--- src/rtl/load_sched8.sv ---
// load_sched8: steers accepted stream words into free slots of an 8-slot bank, tracking occupancy
module load_sched8 #(
    parameter int WIDTH = 16
) (
    input  logic             clk,
    input  logic             reset,
    input  logic             in_valid,
    output logic             in_ready,
    input  logic [WIDTH-1:0] in_data,
    input  logic             in_addr_en,
    input  logic [2:0]       in_addr,
    output logic [7:0]       load,
    output logic [2:0]       sel,
    output logic [WIDTH-1:0] data_out,
    output logic [7:0]       full,
    input  logic [7:0]       drain,
    output logic [3:0]       count
);
    logic [2:0] ptr, rr_target, target;
    logic       accept;
    logic [7:0] set_mask, full_nx;
    always_comb begin
        rr_target = ptr;
        for (int k = 7; k >= 0; k--)
            if (!full[3'(ptr + 3'(k))]) rr_target = 3'(ptr + 3'(k));
    end
    assign in_ready = in_addr_en ? !full[in_addr] : (full != 8'hFF);
    assign accept   = in_valid && in_ready;
    assign target   = in_addr_en ? in_addr : rr_target;
    assign set_mask = {7'd0, accept} << target;
    assign full_nx  = (full & ~drain) | set_mask;
    always_ff @(posedge clk or posedge reset) begin
        if (reset) begin
            ptr      <= '0;
            full     <= '0;
            count    <= '0;
            load     <= '0;
            sel      <= '0;
            data_out <= '0;
        end else begin
            ptr   <= (accept && !in_addr_en) ? rr_target + 3'd1 : ptr;
            full  <= full_nx;
            count <= 4'($countones(full_nx));
            load  <= set_mask;
            if (accept) begin
                sel      <= target;
                data_out <= in_data;
            end
        end
    end
endmodule

--- config.mk ---
export PLATFORM = sky130hd
export DESIGN_NAME = load_sched8
export DESIGN_NICKNAME = d
export VERILOG_FILES = /design/src/rtl/load_sched8.sv
export SDC_FILE = /design/constraint.sdc
export NUM_CORES = 1
export LEC_CHECK = 0
export BUFFER_PORTS_ARGS = -buffer_cell sky130_fd_sc_hd__buf_2
export CAP_MARGIN = 0
export CORE_MARGIN = 5
export CORE_UTILIZATION = 25
export CTS_CLUSTER_SIZE = 16
export DETAILED_ROUTE_END_ITERATION = 16
export PLACE_DENSITY = 0.45
export SYNTH_ARGS = -nofsm -noshare
export SYNTH_HDL_FRONTEND = slang
export SYNTH_SLANG_ARGS = --single-unit
--- constraint.sdc ---
create_clock -name clk -period 16.77 [get_ports clk]
set_clock_uncertainty 0.2 [all_clocks]
set_input_delay 3.354 -clock clk [delete_from_list [all_inputs] [get_ports clk]]
set_output_delay 3.354 -clock clk [all_outputs]
set_load 0.02 [all_outputs]
==> flow_metrics.tcl <==
set metrics [dict create \
    end_kind "output port" \
    synth_top_family_by_area "multiplexers" \
    period_minus_slack_ns 8.248 \
    crit-reg2reg-launch "ptr[0]" \
    syn_to_final_growth_pct 18.31 \
    grt_usage_pct 11.91 \
    syn_area_um2 3075 \
    reg2reg_depth 18 \
    holdBufCountCts 0 \
    first_iter_violations 73 \
    whs_endpoint "sel[2]" \
    hold_path_class "reg -> reg" \
    irDropWorstVdd_mv 0.07439 \
    clk_pin_slew_ns 0.06 \
    clk_path_buf_depth 2 \
    async_reset_ff_share_pct 100.0 \
    n_antenna_cell 0 \
    die-area_um2 14620 \
    crit_required_ns 13.22 \
    grt_pass1_wl_um 14090 \
    rows 40 \
    syn_nets 315 \
    routabilityCongestion 0.8114 \
    antenna_found_initial 0 \
    synthXorXnorAreaFrac_pct 1.953 \
    drive_above_1_share_pct 39.34 \
    cts_buffers 5 \
    htree_levels 2 \
    via_count 2431 \
    cp_max_fo 3 \
    synthDominantCellAreaShare_pct 34.17 \
    finalSetupViolCount 0 \
    start_util_pct 25.60 \
    firstDrtPassIters 4 \
    synth-main-ff-cell "dfrtp_1" \
    die_x_um 120.9 \
    maxCapViolations 0 \
    finalCritPeriodShare_pct 49.18 \
    min_path_cells 2 \
    io_pins 71 \
    fmax_mhz 121.2 \
    die_h_um 120.9 \
    post-cts-setup-buffers 0 \
    nNetsFinal 373 \
    setup_tns_ns 0 \
    synth_compound_area_share_pct 13.83 \
    drc 0 \
    rrSetupSlack_ns 9.67 \
    coreArea_um2 12010 \
    p_leak_uw 0.001618 \
    synth.distinct_cells 62 \
    status "completed" \
    min_from "sel[2]" \
    cp-start-kind "primary input" \
    syn_area_per_cell_um2 11.22 \
    grt-ovfl-total 0 \
    cts.sinks 42 \
    finalWirelength_um 8415 \
    portBuffers 70 \
    synthTopCellsByArea "dfrtp_1, mux4_2, mux2_2" \
    synth-simple-area-share_pct 11.47 \
    arrival_ns 4.69 \
    p_per_area_nw_per_um2 202.8 \
    maxSlewViolCount 0 \
    synth_seq_cells 42 \
    ant_nets 0 \
    synthCells 274 \
    tritoncts "done" \
    yosysWarnings 0 \
    report.final.hold_viol_count 0 \
    cts_resized 0 \
    crit_type "in -> out" \
    yosysSeqAreaShare_pct 34.17 \
    worstReg2RegEnd "count[2]" \
    rsz0062_at_grt "false" \
    worst_slew_margin_rel_pct 40.42 \
    tightestPinTransition_ns 0.8937 \
    yosys.area_share.adder_pct 5.045 \
    grt_max_degree 43 \
    synthMuxAreaShare_pct 26.36 \
    wl_per_cell_um 17.53 \
    synth-edff-count 0 \
    dp_hpwl_um 5999 \
    viasPerCell 5.065 \
    grt_pass1_vias 2605 \
    power_uw 738.0 \
    root_buffer "clkbuf_16" \
    yosysTopAreaCell "dfrtp_1" \
    crit_path_start "in_addr[1]" \
    clkLatencyLatePin_ns 0.28 \
]
==> critical path, stage by stage <==
cell and delay (ns):
buf_2 0.14, mux4_2 0.51, mux2_2 0.27, a21oi_1 0.21, buf_2 0.21
==> cells in the mapped netlist (2+ instances only) <==
library cell and n:
ha_1 6, nand2_1 10, o2111ai_1 2, o21ai_0 4
nor3_1 8, buf_2 11, or3_1 4, buf_4 3
nor2_1 12, mux2i_1 12, a32o_1 4, nand4_1 3
o221ai_1 3, a21oi_1 4, nor3b_1 2, a211o_1 3
o32a_1 3, dfrtp_1 42, nand2b_1 2, and3_1 6
o211ai_1 2, nor2b_1 4, fa_1 4, a32oi_1 2
a31oi_1 2, mux2_1 2, inv_1 22, a211oi_1 2
mux2_2 24, o32ai_1 5, nand3_1 2, clkbuf_1 3
and2_1 5, mux4_2 16, xnor2_1 5, buf_6 4
==> layout make-up <==
| type | instances | area, µm² |
|---|---|---|
| sequential | 42 | 1051 |
| fill | 1271 | 8373 |
| clock buffer | 5 | 125.1 |
| tap | 147 | 183.9 |
| inverter | 22 | 82.58 |
| multi-input combinational | 188 | 1804 |
| clock inverter | 3 | 18.77 |
| timing repair buffer | 73 | 372.9 |
==> report_power, final <==
| group | total [µW] | switching, µW | leakage (µW) | internal (µW) |
|---|---|---|---|---|
| combinational | 448 | 251 | 0.00102 | 197 |
| clock | 97.1 | 41.9 | 0.0000740 | 55.2 |
| sequential | 193 | 60.7 | 0.000528 | 132 |
| total | 738 | 354 | 0.00162 | 384 |
==> logic make-up after synthesis <==
logic type | Yosys count
DFF | 42
xor gates and xnor gates | 6
muxes | 56
and+or+nand+nor | 65
adders and majority gates | 10
AOI/OAI and AO/OA | 51
buffers and inverters | 44
==> worst max path at each step <==
| stage | slack [ns] | to |
|---|---|---|
| floorplan | 8.74 | in_ready |
| global placement | 8.43 | count[1] |
| detailed placement | 8.32 | count[2] |
| CTS | 8.51 | in_ready |
| global route | 8.26 | count[2] |
| finish | 8.52 | in_ready |
==> flip-flops by register name, summed over array words and instances, names as in the netlist <==
register	flops
count	4
data_out	16
full	8
load	8
ptr	3
sel	3
==> through the flow <==
stage                     util, %  hold slack, ns  cell area (µm²)  std cells  setup WS, ns
final                       30.29          0.2987             3638        480         8.522
after global routing        30.29          0.3189             3638        480         8.259
after CTS                   30.29          0.3039             3638        480         8.508
after detailed placement    29.09          0.2872             3495        472         8.320
after global placement      29.09          0.2877             3495        472         8.425
after floorplan                 -          0.4046             3075        274         8.743
==> metal layers <==
metal / track usage, % / wire, µm
met1: 14.94 / 3556
met2: 21.01 / 4329
met3: 2.517 / 465
met4: 2.550 / 63
met5: 0 / 0
==> placed cells by master (no fill, tap or decap), types with 3 or more instances in the layout <==
cell type,synthesis,routed
buf_2,11,70
dfrtp_1,42,42
mux2_2,24,24
inv_1,22,22
mux4_2,16,16
nor2_1,12,12
mux2i_1,12,12
nand2_1,10,10
nor3_1,8,8
and3_1,6,6
ha_1,6,6
xnor2_1,5,5
and2_1,5,5
o32ai_1,5,5
clkbuf_16,0,5
a21oi_1,4,4
or3_1,4,4
nor2b_1,4,4
o21ai_0,4,4
a32o_1,4,4
fa_1,4,4
nand4_1,3,3
a211o_1,3,3
o221ai_1,3,3
o32a_1,3,3
buf_4,3,3
No activity file was read; power rests on OpenSTA's default activity.
